$ cat src/rtl/mem_grant_scheduler.sv
// mem_grant_scheduler: arbitrates one shared memory resource between three
// masters. M1 has absolute priority and may preempt M2/M3. M2 and M3 share
// a round-robin pointer and are limited to MAX_HOLD consecutive grant cycles.
// The block also counts preemptions and flags requesters that starve.
module mem_grant_scheduler #(
  parameter int MAX_HOLD   = 2,
  parameter int STARVE_LIM = 6,
  parameter int CNT_W      = 16
) (
  input  logic             clk,
  input  logic             reset,
  input  logic [2:0]       req,
  input  logic [2:0]       done,
  output logic [2:0]       gnt,
  output logic [1:0]       owner,
  output logic             preempt,
  output logic [CNT_W-1:0] nb_preempts,
  output logic             starve_err
);

  localparam int HOLD_W = (MAX_HOLD   > 1) ? $clog2(MAX_HOLD + 1)   : 1;
  localparam int WAIT_W = (STARVE_LIM > 1) ? $clog2(STARVE_LIM + 1) : 1;
  localparam logic [HOLD_W-1:0] HOLD_MAX = HOLD_W'(MAX_HOLD);
  localparam logic [WAIT_W-1:0] WAIT_MAX = WAIT_W'(STARVE_LIM);
  localparam logic [CNT_W-1:0]  CNT_SAT  = {CNT_W{1'b1}};

  // The state encoding doubles as the owner code, so owner is the state itself.
  typedef enum logic [1:0] {
    ST_IDLE = 2'b00,
    ST_OWN1 = 2'b01,
    ST_OWN2 = 2'b10,
    ST_OWN3 = 2'b11
  } state_t;

  state_t              r_state;
  logic [HOLD_W-1:0]   r_hold;
  logic                r_rr;        // 0: favour M2 on contention, 1: favour M3
  logic                r_preempt;
  logic [CNT_W-1:0]    r_nb_preempts;
  logic [WAIT_W-1:0]   r_wait2;
  logic [WAIT_W-1:0]   r_wait3;
  logic                r_starve;

  logic                w_own_req;
  logic                w_own_done;
  logic                w_is_m23;
  logic                w_free;
  logic                w_preempt;
  state_t              w_arb_state;
  logic                w_arb_toggle;
  logic [WAIT_W-1:0]   w_wait2_nxt;
  logic [WAIT_W-1:0]   w_wait3_nxt;

  // Select the current owner's own req/done bits; non-owner done bits are ignored.
  always_comb begin
    w_own_req  = 1'b0;
    w_own_done = 1'b0;
    w_is_m23   = 1'b0;
    case (r_state)
      ST_OWN1: begin
        w_own_req  = req[0];
        w_own_done = done[0];
      end
      ST_OWN2: begin
        w_own_req  = req[1];
        w_own_done = done[1];
        w_is_m23   = 1'b1;
      end
      ST_OWN3: begin
        w_own_req  = req[2];
        w_own_done = done[2];
        w_is_m23   = 1'b1;
      end
      default: begin
        w_own_req  = 1'b0;
        w_own_done = 1'b0;
        w_is_m23   = 1'b0;
      end
    endcase
  end

  // Resource is free when idle, released, abandoned, or an M2/M3 hold expired.
  always_comb begin
    w_free    = (r_state == ST_IDLE) || w_own_done || !w_own_req ||
                (w_is_m23 && (r_hold >= HOLD_MAX));
    w_preempt = !w_free && w_is_m23 && req[0];
  end

  // Winner of a free-resource arbitration: M1 first, then M2/M3 by round robin.
  always_comb begin
    w_arb_state  = ST_IDLE;
    w_arb_toggle = 1'b0;
    if (req[0]) begin
      w_arb_state = ST_OWN1;
    end else if (req[1] && req[2]) begin
      w_arb_state  = r_rr ? ST_OWN3 : ST_OWN2;
      w_arb_toggle = 1'b1;
    end else if (req[1]) begin
      w_arb_state = ST_OWN2;
    end else if (req[2]) begin
      w_arb_state = ST_OWN3;
    end else begin
      w_arb_state = ST_IDLE;
    end
  end

  // Grant vector decoded from the registered state.
  always_comb begin
    case (r_state)
      ST_OWN1: gnt = 3'b001;
      ST_OWN2: gnt = 3'b010;
      ST_OWN3: gnt = 3'b100;
      default: gnt = 3'b000;
    endcase
  end

  // Next wait-counter values: count while requesting and not granted, else clear.
  always_comb begin
    if (req[1] && !gnt[1]) begin
      w_wait2_nxt = (r_wait2 == WAIT_MAX) ? r_wait2 : r_wait2 + WAIT_W'(1);
    end else begin
      w_wait2_nxt = '0;
    end
    if (req[2] && !gnt[2]) begin
      w_wait3_nxt = (r_wait3 == WAIT_MAX) ? r_wait3 : r_wait3 + WAIT_W'(1);
    end else begin
      w_wait3_nxt = '0;
    end
  end

  // Ownership FSM: arbitration, preemption, hold counting and preemption stats.
  always_ff @(posedge clk or negedge reset) begin
    if (!reset) begin
      r_state       <= ST_IDLE;
      r_hold        <= '0;
      r_rr          <= 1'b0;
      r_preempt     <= 1'b0;
      r_nb_preempts <= '0;
    end else if (w_free) begin
      r_state   <= w_arb_state;
      r_hold    <= (w_arb_state == ST_IDLE) ? HOLD_W'(0) : HOLD_W'(1);
      r_preempt <= 1'b0;
      if (w_arb_toggle) begin
        r_rr <= ~r_rr;
      end else begin
        r_rr <= r_rr;
      end
    end else if (w_preempt) begin
      // Preempted owner keeps no credit; it simply re-arbitrates later.
      r_state   <= ST_OWN1;
      r_hold    <= HOLD_W'(1);
      r_preempt <= 1'b1;
      if (r_nb_preempts != CNT_SAT) begin
        r_nb_preempts <= r_nb_preempts + CNT_W'(1);
      end
    end else begin
      // Same owner keeps the resource; M1 may hold indefinitely, so saturate.
      r_state   <= r_state;
      r_preempt <= 1'b0;
      if (r_hold != HOLD_MAX) begin
        r_hold <= r_hold + HOLD_W'(1);
      end
    end
  end

  // Starvation monitor: per-requester wait counters and the sticky error flag.
  always_ff @(posedge clk or negedge reset) begin
    if (!reset) begin
      r_wait2  <= '0;
      r_wait3  <= '0;
      r_starve <= 1'b0;
    end else begin
      r_wait2  <= w_wait2_nxt;
      r_wait3  <= w_wait3_nxt;
      r_starve <= r_starve || (w_wait2_nxt == WAIT_MAX) || (w_wait3_nxt == WAIT_MAX);
    end
  end

  assign owner       = r_state;
  assign preempt     = r_preempt;
  assign nb_preempts = r_nb_preempts;
  assign starve_err  = r_starve;

endmodule

$ cat config.mk
export PLATFORM = sky130hd
export DESIGN_NAME = mem_grant_scheduler
export DESIGN_NICKNAME = d
export VERILOG_FILES = /design/src/rtl/mem_grant_scheduler.sv
export SDC_FILE = /design/constraint.sdc
export NUM_CORES = 1
export LEC_CHECK = 0
export BUFFER_PORTS_ARGS = -buffer_cell sky130_fd_sc_hd__buf_4
export CAP_MARGIN = 25
export CELL_PAD_IN_SITES_DETAIL_PLACEMENT = 1
export CELL_PAD_IN_SITES_GLOBAL_PLACEMENT = 1
export CORE_UTILIZATION = 35
export CTS_CLUSTER_DIAMETER = 100
export DETAILED_ROUTE_END_ITERATION = 12
export HOLD_SLACK_MARGIN = 0.12
export PLACE_DENSITY_LB_ADDON = 0.1
export SETUP_SLACK_MARGIN = 0.3
export SKIP_CTS_REPAIR_TIMING = 1
export SYNTH_ARGS = -nofsm -noshare
export SYNTH_HDL_FRONTEND = slang
export SYNTH_SLANG_ARGS = --single-unit
$ cat constraint.sdc
create_clock -name clk -period 1.5 [get_ports clk]
set_input_delay 0.3 -clock clk [delete_from_list [all_inputs] [get_ports clk]]
set_output_delay 0.3 -clock clk [all_outputs]
set_load 0.005 [all_outputs]
## Word-level counts from Yosys, hierarchy flattened

Cells that the tools add are included.

- Reductions and logical operators: 22
- Order comparisons: 1
- Add/sub/neg operators: 4
- Bitwise logic cells: 2
- Multiplexer cells: 23
- Eq/ne operators: 9

Operators with widths:

| cell | number |
|---|---|
| 2-bit two-way mux | 9 |
| 16-bit by 1-bit adder with 16-bit output, second input constant | 1 |
| 16-bit != test, second input constant | 1 |
| 3-bit equality test, second input constant | 4 |
| 3-bit two-way mux | 4 |
| 3-bit case mux with 3 select lines | 1 |
| 1-bit two-way mux | 7 |
| 3-bit by 1-bit adder with 3-bit output, second input constant | 2 |
| 1-bit logical AND | 6 |
| 1-bit case mux with 3 select lines | 2 |
| 1-bit logical OR | 5 |
| 2-bit equality test, second input constant | 2 |
| 1-bit logical NOT | 4 |
| 2-bit logical NOT | 2 |
| 3-bit AND reduction | 1 |
| 3-bit nonzero test | 1 |
| 2-bit by 1-bit adder with 2-bit output, second input constant | 1 |
| 2-bit by 1-bit equality test with 1-bit output, second input constant | 1 |
| 2-bit greater-or-equal comparator, second input constant | 1 |
| 2-bit != test, second input constant | 1 |
| 1-bit NOT | 2 |
| 2-bit AND reduction | 1 |
| 2-bit nonzero test | 1 |
| 2-bit OR reduction | 1 |

- Bits of input ports: 8
- Word-level logic and storage cells: 69
- Register bits: 29
- Output and inout bits: 23

## Depth between registers and ports, before layout

Gate-level depths: netlist of the first run.

- Depth after elaboration: 10
- Gate-level depth with buffers: 7
- Gate-level depth less buffers: 7

## Worst setup path before layout of the first run

Ideal clock, no wire load.

- Path kind: flip-flop to flip-flop
- Start: register r_nb_preempts[0] (netlist: nb_preempts[0])
- End: register r_nb_preempts[1] (netlist: nb_preempts[1])
- Clock period less this slack: 1.693 ns
- Setup time: 0.125 ns
- Required time: 1.375 ns
- Slack: -0.193 ns
- Data arrival time: 1.568 ns
- Path buffers: 0
- Cell stages (with the launch flop): 6
- Cells stage by stage: dfrtp_1 -> ha_1 -> nand3_1 -> nor4_4 -> nor2_2 -> mux2_4

- Cells in the longest elaborated chain, start to end: 2
- Elaborated cells on any way between the ends: 3
- Those cells by class: 1 x add/sub; 1 x eq/ne; 1 x reduce/logical

Ends and longest elaborated chain:

| item | RTL line | text |
|---|---|---|
| from (decl) | 39 | `logic [CNT_W-1:0] r_nb_preempts;` |
| from (signal assigned) | 154 | `r_nb_preempts <= r_nb_preempts + CNT_W'(1);` |
| parallel branches: the longest is 2 deep, another holds 16-bit by 1-bit adder with 16-bit output | n/a |  |

Several ways; the timed one is not identified.
A chain may end at the register's enable or synchronous reset.

## Worst setup path after layout of the first run

- Start: register r_hold[1]
- End: register r_nb_preempts[1] (netlist: nb_preempts[1])

- Cells in the longest elaborated chain, start to end: 7
- Elaborated cells on any way between the ends: 8
- Those cells by class: 1 x order compare; 1 x bitwise; 6 x reduce/logical

Ends and longest elaborated chain:

| item | RTL line | text |
|---|---|---|
| from (decl) | 36 | `logic [HOLD_W-1:0] r_hold;` |
| from (signal assigned) | 141 | `r_hold <= (w_arb_state == ST_IDLE) ? HOLD_W'(0) : HOLD_W'(1);` |
| from (signal assigned) | 161 | `r_hold <= r_hold + HOLD_W'(1);` |
| 2-bit greater-or-equal comparator * | 85 | `(w_is_m23 && (r_hold >= HOLD_MAX));` |
| 1-bit logical AND * | 85 |  |
| 1-bit logical OR * | 84 | `w_free = (r_state == ST_IDLE) \|\| w_own_done \|\| !w_own_req \|\|` |
| 1-bit logical NOT | 86 | `w_preempt = !w_free && w_is_m23 && req[0];` |
| 1-bit logical AND (2 in series) | 86 |  |
| 3-bit AND reduction (no source line) * | n/a |  |

Mark *: on every way between the ends. The rest lies on a longest branch, timed or not.

==> reports/results.txt, run 1 <==
status -> complete, but fails checks
violated checks -> setup timing
Die ar. -> 4703 um2
PnR worst setup slack -> -0.2040 ns
WL per Instance -> 17.76 um
slowest CP cell -> dfrtp_1
Syn Inst Count -> 148
P_leak -> 0.001295 uW
final core utilization -> 64.64%
drt first pass iters -> 4
average cell area after synthesis -> 10.48 um2
chip height -> 68.58 um
CORE AREA -> 4115 um2
Yosys top cell by area -> dfrtp_1
skew final -> 0.003273 ns
crit share post-route -> 113.6%
Clk Latency, worst-skew pair -> 0.28 ns
Port Buffers -> 30
diode count -> 0
CP peak stage delay -> 0.44 ns
Reg2Reg Launch Point -> r_hold[1]
Synth top cells by count -> dfrtp_1, nor2_1, xor2_1
crit end category -> flip-flop
Longest Clk Path Bufs -> 2
Slew HR -> 66.27%
worst IR drop on VDD -> 640.5 uV
Crit path required time -> 1.67 ns
Synth Register Bits -> 29
most common cell in the synthesized netlist -> dfrtp_1
sequential element share of the synthesized area -> 46.77%
layout cells sized above 1 -> 54.39%
Total Wirelength -> 4937 um
Die Wd -> 68.58 um
Final Setup Violations -> 20
origin of the worst setup path -> r_hold[1]
I/O pin total -> 31
Final #Nets -> 241
Main synth FF type -> dfrtp_1
area delta synth->final -> 71.45%
initial antenna violation count -> 0
DP Worst Slack -> -0.2038 ns
Synth Net Count -> 162
flop-to-flop setup slack -> -0.20 ns
Clock transition at path regs -> 0.06 ns
Mapped Area -> 1551 um2
Max Cap Violations -> 0
PwrDens -> 915.7 nW/um2
RSZ-0062 raised after global routing -> true
vias in the first global route -> 1444
first-pass GRT wire length -> 6520 um
crit path cell chain -> ha_4 > and4bb_2 > o21ai_4 > nor2_4 > mux2_4
largest net degree at the start of global routing -> 30
setup TNS -> -2.548 ns
clk sinks -> 29
DPL Wire Length -> 3152 um
via/cell ratio -> 5.180
initial DRC count -> 39
r2r worst-path depth -> 5
CP arrival -> 1.87 ns
initial core utilization -> 37.70%
Vias -> 1440
Setup Crit Path Kind -> flip-flop to flip-flop
drt drc -> 0
ANT nets after route -> 0
warnings from Yosys -> 0
All-Layer GR Usage -> 19.48%
Clock Root Buffer -> clkbuf_8
Least-Margin Pin Slew -> 0.5043 ns
largest cells by area after synthesis -> dfrtp_1, xor2_1, ha_1
CP max FO -> 9
asr flop ratio synth -> 100.0%
fin. max-slew vios -> 0
worst hold path type -> primary input to flip-flop
CTS H-tree lvls -> 2
fillers -> 418
num rows -> 23
routability cong. -> 0.7879
grt total ovfl -> 0
area share of the largest cell type after synthesis -> 46.77%
Post-synth EDFFs -> 0
reg2reg end -> nb_preempts[1]
fin crit period -> 1.704 ns
Final Hold Violating Endpoints -> 0
Fmax -> 586.8 MHz
library cells used by synthesis -> 37
CTS tree -> built
CTS buffer count -> 5
CP endpoint -> nb_preempts[1]
CP Launch Type -> flip-flop
## worst max-delay path, delay by kind of cell (launching register included)
| kind | cells | cell delay (ns) |
|---|---|---|
| AO/OA/AOI/OAI | 1 | 0.16 |
| adder cells (fa/ha/maj) | 1 | 0.18 |
| flip-flops | 1 | 0.44 |
| multiplexers | 1 | 0.31 |
| AND/OR/NAND/NOR | 2 | 0.49 |
## metrics by stage
stage,total power (uW),cells,area (um2),hold slack (ns)
after detailed placement,1579,257,2123,0.2551
after global placement,1546,257,2123,0.2451
after floorplan,1252,148,1618,0.004409
after CTS,2307,265,2225,-0.05430
after global routing,2556,278,2660,0.2065
final,2436,278,2660,0.2118
## logic make-up after synthesis
logic type / share of synthesized area (%)
and+or+nand+nor: 29.44
DFF: 46.77
xor gates and xnor gates: 9.597
AOI/OAI and AO/OA: 6.291
buffers and inverters: 1.452
adders and majority gates: 4.839
muxes: 1.613
## worst min-delay path by stage
stage	from	endpoint	slack (ns)	cells past startpoint
3_3_place_gp	reset	r_wait2[2]	0.25	1
3_5_place_dp	reset	r_wait2[1]	0.26	1
4_1_cts	reset	nb_preempts[5]	-0.05	1
6_report	req[0]	owner[1]	0.21	2
2_1_floorplan	reset	nb_preempts[0]	0.004	0
5_1_grt	req[0]	owner[1]	0.21	2
## cells in the final DEF, fill, tap and decap left out, types with 4 or more instances in the layout
| cell | n |
|---|---|
| ha_4 | 4 |
| inv_1 | 4 |
| xor2_1 | 14 |
| nor3_2 | 5 |
| buf_4 | 35 |
| buf_6 | 36 |
| dfrtp_1 | 27 |
| nor2_1 | 13 |
| nor2b_1 | 4 |
| nand2_1 | 9 |
| clkbuf_8 | 7 |
| nand3_1 | 5 |
## area by class of cell
| cell class | count | area (um2) | share of cell area, % |
|---|---|---|---|
| inverters | 6 | 22.52 | 0.8467 |
| multi-input cells | 113 | 1067 | 40.12 |
| well taps | 50 | 62.56 | 2.352 |
| clock inverters | 1 | 5.005 | 0.1881 |
| repair buffers | 72 | 678.2 | 25.49 |
| clock buffers | 7 | 96.34 | 3.622 |
| flip-flops and latches | 29 | 728.2 | 27.38 |
## routing by layer
metal / GRT usage [%] / wire length [um] / vias up
met5: 0 / 0 / -
met4: 10.16 / 84 / 0
met3: 4.276 / 139 / 10
met2: 33.82 / 2638 / 21
met1: 22.20 / 2075 / 717
li1: - / - / 692
## state kept, by name, indices dropped and copies added, names as in the netlist
name / count
r_rr: 1
starve_err: 1
r_wait2: 3
preempt: 1
r_hold: 2
owner: 2
r_wait3: 3
nb_preempts: 16
## power by group
part           switching [uW]  leakage, uW  internal [uW]
combinational             297     0.000860            425
clock                     315    0.0000542            414
sequential                106     0.000381            878
total                     718      0.00129           1720
No activity file was read; power rests on OpenSTA's default activity.
==> run 2, diff against run 1 <==
BUFFER_PORTS_ARGS = -buffer_cell sky130_fd_sc_hd__buf_2   (was -buffer_cell sky130_fd_sc_hd__buf_4)
==> reports/results.txt, run 2 (synthesis gave the netlist of run 1 again) <==
setup TNS -> -3.482 ns (-0.9339 ns)
layout cells sized above 1 -> 54.27% (-0.11 points)
CTS buffer count -> 5 (unchanged)
CP Launch Type -> flip-flop
grt total ovfl -> 0 (unchanged)
r2r worst-path depth -> 5 (unchanged)
Crit path required time -> 1.70 ns (+0.03 ns)
fin. max-slew vios -> 0 (unchanged)
num rows -> 23 (unchanged)
Final #Nets -> 247 (+2.5%)
skew final -> 0.008378 ns (+0.005106 ns)
WL per Instance -> 18.20 um (+2.5%)
Max Cap Violations -> 0 (unchanged)
area delta synth->final -> 65.40%
routability cong. -> 0.8129 (+3.2%)
RSZ-0062 raised after global routing -> true
reg2reg end -> nb_preempts[7]
initial core utilization -> 37.70% (unchanged)
flop-to-flop setup slack -> -0.31 ns (-0.10 ns)
ANT nets after route -> 0 (unchanged)
CORE AREA -> 4115 um2 (unchanged)
drt drc -> 0 (unchanged)
max FFs per register -> 16 (unchanged)
DP Worst Slack -> -0.1980 ns (+0.005724 ns)
largest net degree at the start of global routing -> 30 (unchanged)
PwrDens -> 902.0 nW/um2 (-1.5%)
Clk Latency, worst-skew pair -> 0.28 ns (about the same)
post-route cell area -> 2566 um2 (-3.5%)
initial antenna violation count -> 0 (unchanged)
Setup Crit Path Kind -> flip-flop to flip-flop
initial DRC count -> 47 (+21%)
violated checks -> setup timing
Die ar. -> 4703 um2 (unchanged)
Fmax -> 552.9 MHz (-5.8%)
CTS tree -> built
Least-Margin Pin Slew -> 0.6766 ns (+0.1724 ns)
Tot Pwr -> 2315 uW (-5.0%)
Reg2Reg Launch Point -> r_hold[1]
CP peak stage delay -> 0.43 ns (about the same)
DPL Wire Length -> 3357 um (+6.5%)
worst hold path type -> primary input to asynchronous set/reset pin
Die Wd -> 68.58 um (unchanged)
Port Buffers -> 30 (unchanged)
most frequent cells in the layout -> buf_4, dfrtp_1, buf_6, buf_2, xor2_1
most common cell after layout, fill and taps aside -> buf_4
drt first pass iters -> 4 (unchanged)
Slew HR -> 54.89% (-11 points)
Longest Clk Path Bufs -> 2 (unchanged)
CP max FO -> 6 (-3)
I/O pin total -> 31 (unchanged)
Final Setup Violations -> 21 (+5.0%)
slowest CP cell -> dfrtp_1
P_leak -> 0.001283 uW (-0.96%)
first-pass GRT wire length -> 6982 um (+7.1%)
clk sinks -> 29 (unchanged)
worst IR drop on VDD -> 780.9 uV (+22%)
Clock Root Buffer -> clkbuf_8
status -> complete, but fails checks
fin crit period -> 1.809 ns (+0.1046 ns)
crit share post-route -> 120.6% (+7.0 points)
Final Hold Violating Endpoints -> 0 (unchanged)
PnR worst setup slack -> -0.3087 ns (-0.1046 ns)
Area after DPL -> 2093 um2 (-1.4%)
vias in the first global route -> 1495 (+3.5%)
CTS H-tree lvls -> 2 (unchanged)
Total Wirelength -> 5169 um (+4.7%)
Clock transition at path regs -> 0.07 ns (about the same)
via/cell ratio -> 5.194 (+0.27%)
chip height -> 68.58 um (unchanged)
All-Layer GR Usage -> 20.70% (+1.2 points)
crit end category -> flip-flop
diode count -> 0 (unchanged)
Vias -> 1475 (+2.4%)
CP arrival -> 2.01 ns (+0.14 ns)
crit path cell chain -> ha_4 > and4bb_2 > o211ai_1 > nor3_1 > xor2_1
-- run 2: how the worst max path moves through the flow --
stage / startpoint / end / slack [ns] / depth (start not counted)
6_report: r_hold[1] / nb_preempts[7] / -0.31 / 5
5_1_grt: r_hold[1] / nb_preempts[13] / -0.39 / 5
4_1_cts: r_hold[1] / nb_preempts[11] / -0.22 / 5
3_5_place_dp: r_hold[1] / nb_preempts[11] / -0.20 / 5
3_3_place_gp: r_hold[1] / nb_preempts[14] / -0.15 / 6
2_1_floorplan: nb_preempts[0] / nb_preempts[1] / -0.18 / 5
-- run 2: metrics by stage --
step	hold WS [ns]	cells	util, %
after floorplan	0.004409	148	-
after global placement	0.3662	263	50.87
after detailed placement	0.3738	263	50.87
after CTS	0.07115	271	52.87
after global routing	0.1083	284	62.36
final	0.05119	284	62.36
-- run 2: power by group --
part,internal [uW],total [uW],switching [uW]
clock network,321,634,313
registers,878,982,103
logic,399,699,300
total,1600,2310,717
-- run 2: per-layer routing --
| metal | vias up | part of all wire (%) | GRT usage, % |
|---|---|---|---|
| met5 | - | 0 | 0 |
| met4 | 0 | 1.0 | 7.552 |
| met3 | 8 | 2.4 | 3.947 |
| met2 | 23 | 55 | 37.62 |
| met1 | 743 | 42 | 23.83 |
| li1 | 701 | - | - |
-- run 2: critical path, delay by kind of cell (launching register included) --
kind	cells	cell delay [ns]
and+or+nand+nor	2	0.66
adders and majority gates	1	0.18
DFF	1	0.43
AOI/OAI and AO/OA	1	0.26
xor gates and xnor gates	1	0.20
-- run 2: final cells by class --
| type | count | area [um2] |
|---|---|---|
| fillers | 445 | 1549 |
| multi-input cells | 113 | 1036 |
| flip-flops and latches | 29 | 726.9 |
| repair buffers | 78 | 635.6 |
| clock buffers | 6 | 72.57 |
| well taps | 50 | 62.56 |
| inverters | 6 | 22.52 |
| clock inverters | 2 | 10.01 |
==> run 3, diff against run 2 <==
ABC_AREA = 1   (was default)
TNS_END_PERCENT = 5   (was default)
clock period = 2.1 ns   (was 1.5 ns; I/O delays follow)
==> reports/results.txt, run 3 <==
Clock Root Buffer -> clkbuf_8
routability cong. -> 0.7340 (-9.7%)
library cells used by synthesis -> 21 (-43%)
Final #Nets -> 298 (+21%)
RSZ-0062 raised after global routing -> false
Fmax -> 607.3 MHz (+9.8%)
crit end category -> flip-flop
post-synthesis mux area share -> 0% (-1.6 points)
WL per Instance -> 12.34 um (-32%)
area delta synth->final -> 18.73%
layout cells sized above 1 -> 23.94% (-30 points)
Post-Synth Adder-Cell Area -> 4.178% (-0.66 points)
Mapped Area -> 1797 um2 (+16%)
Final Hold Violating Endpoints -> 0 (unchanged)
CP Launch Type -> flip-flop
CP arrival -> 1.85 ns (-0.16 ns)
vias in the first global route -> 1614 (+8.0%)
Clock transition at path regs -> 0.06 ns (about the same)
fin crit period -> 1.647 ns (-0.1621 ns)
most common cell after layout, fill and taps aside -> nand2_1
num rows -> 25 (+8.7%)
Synth Net Count -> 258 (+59%)
Max Cap Violations -> 0 (unchanged)
initial DRC count -> 53 (+13%)
Synth Register Bits -> 29 (unchanged)
origin of the worst setup path -> r_hold[1]
crit share post-route -> 78.41% (-42 points)
worst hold path type -> primary input to asynchronous set/reset pin
Synth top cells by count -> nand2_1, inv_1, dfrtp_1, nor2_1, nand3_1
average cell area after synthesis -> 7.364 um2 (-30%)
most common cell in the synthesized netlist -> nand2_1
Least-Margin Pin Slew -> 0.6617 ns (-0.01491 ns)
area share of the largest cell type after synthesis -> 40.39% (-6.4 points)
CTS H-tree lvls -> 2 (unchanged)
ANT nets after route -> 0 (unchanged)
Crit path required time -> 2.31 ns (+0.61 ns)
Syn Inst Count -> 244 (+65%)
Tot Pwr -> 1943 uW (-16%)
worst IR drop on VDD -> 398.4 uV (-49%)
Reg2Reg Launch Point -> r_hold[1]
clk sinks -> 29 (unchanged)
CP max FO -> 8 (+2)
drt first pass iters -> 4 (unchanged)
via/cell ratio -> 4.567 (-12%)
max FFs per register -> 16 (unchanged)
CTS buffer count -> 5 (unchanged)
status -> finished clean
warnings from Yosys -> 0 (unchanged)
Die ar. -> 5424 um2 (+15%)
Final Setup Violations -> 0 (-100%)
I/O pin total -> 31 (unchanged)
sequential element share of the synthesized area -> 40.39% (-6.4 points)
PwrDens -> 910.6 nW/um2 (+0.95%)
setup TNS -> 0 ns (+3.482 ns)
Yosys top cell by area -> dfrtp_1
chip height -> 73.65 um (+7.4%)
Synth Area in XOR/XNOR -> 3.412% (-6.2 points)
Clk Latency, worst-skew pair -> 0.28 ns (about the same)
initial core utilization -> 37.30% (-0.40 points)
skew final -> 0.006096 ns (-0.002282 ns)
largest cells by area after synthesis -> dfrtp_1, nand2_1, inv_1
asr flop ratio synth -> 100.0% (unchanged)
compound-cell area share of the yosys netlist -> 5.641% (-0.65 points)
diode count -> 0 (unchanged)
simple-gate share of the synthesized area -> 37.95% (+8.5 points)
drt drc -> 0 (unchanged)
most frequent cells in the layout -> nand2_1, inv_1, buf_2, nor2_1, dfrtp_1
CORE AREA -> 4817 um2 (+17%)
largest net degree at the start of global routing -> 30 (unchanged)
Port Buffers -> 30 (unchanged)
Main synth FF type -> dfrtp_1
first-pass GRT wire length -> 7472 um (+7.0%)
Post-synth EDFFs -> 0 (unchanged)
Slew HR -> 55.88% (+0.99 points)
Setup Crit Path Kind -> flip-flop to flip-flop
Longest Clk Path Bufs -> 2 (unchanged)
All-Layer GR Usage -> 18.35% (-2.3 points)
Die Wd -> 73.65 um (+7.4%)
P_leak -> 0.001143 uW (-11%)
grt total ovfl -> 0 (unchanged)
Total Wirelength -> 4331 um (-16%)
initial antenna violation count -> 0 (unchanged)
largest family of logic cells by synthesized area -> simple AND/OR/NAND/NOR gates
Vias -> 1603 (+8.7%)
DPL Wire Length -> 3334 um (-0.71%)
fin. max-slew vios -> 0 (unchanged)
CTS tree -> built
[run 3: final cells by class]
type,count,area (um2)
Inverter,32,120.1
Timing Repair Buffer,35,187.7
Multi-Input combinational cell,181,924.6
Clock buffer,6,82.58
Fill cell,634,2684
Tap cell,67,83.83
Sequential cell,29,726.9
Clock inverter,1,7.507
[run 3: kinds of logic (layout without fill, tap and decap cells)]
group,Yosys count,after routing
flops,29,29
fa+ha+maj,6,6
compound gates,15,15
simple gates,153,153
buf+inv,34,74
xor+xnor,7,7
[run 3: critical path, stage by stage, from the launching register on]
cell,delay (ns)
dfrtp_1,0.42
ha_2,0.23
nor3_4,0.21
nand3_2,0.13
nor2_4,0.23
buf_4,0.22
nand2_1,0.08
o21ai_2,0.05
[run 3: final timing paths]
path,slack [ns],cells after the start,endpoint
setup reg to reg,0.45,7,nb_preempts[12]
min in group clk,0.38,2,owner[1]
max in group asynchronous,1.47,1,nb_preempts[0]
hold / removal,0.17,1,owner[1]
hold reg to reg,0.47,1,starve_err
setup / recovery,0.45,7,nb_preempts[12]
[run 3: metrics by stage]
stage          instances  hold slack [ns]  util (%)  setup slack [ns]  cell area [um2]
2_1_floorplan        244           0.1244         -            0.5770             1797
3_3_place_gp         341           0.4549     41.82            0.3348             2014
3_5_place_dp         341           0.4643     41.82            0.3090             2014
4_1_cts              348           0.1946     43.69            0.2899             2105
5_1_grt              351           0.2246     44.29            0.3208             2133
6_report             351           0.1692     44.29            0.4534             2133
[run 3: metal layers]
layer  up-vias  share of wire (%)  global-route usage (%)
met3         5                3.8                   4.115
met1       742                 48                   24.46
li1        834                  -                       -
met5         -                  0                       0
met2        22                 48                   29.87
met4         0                1.0                   5.128
[run 3: power breakdown]
part           switching (uW)  total [uW]  leakage, uW  internal, uW
clock                     214         473    0.0000433           259
sequential                174         872     0.000368           698
combinational             338         597     0.000732           259
total                     727        1940      0.00114          1220
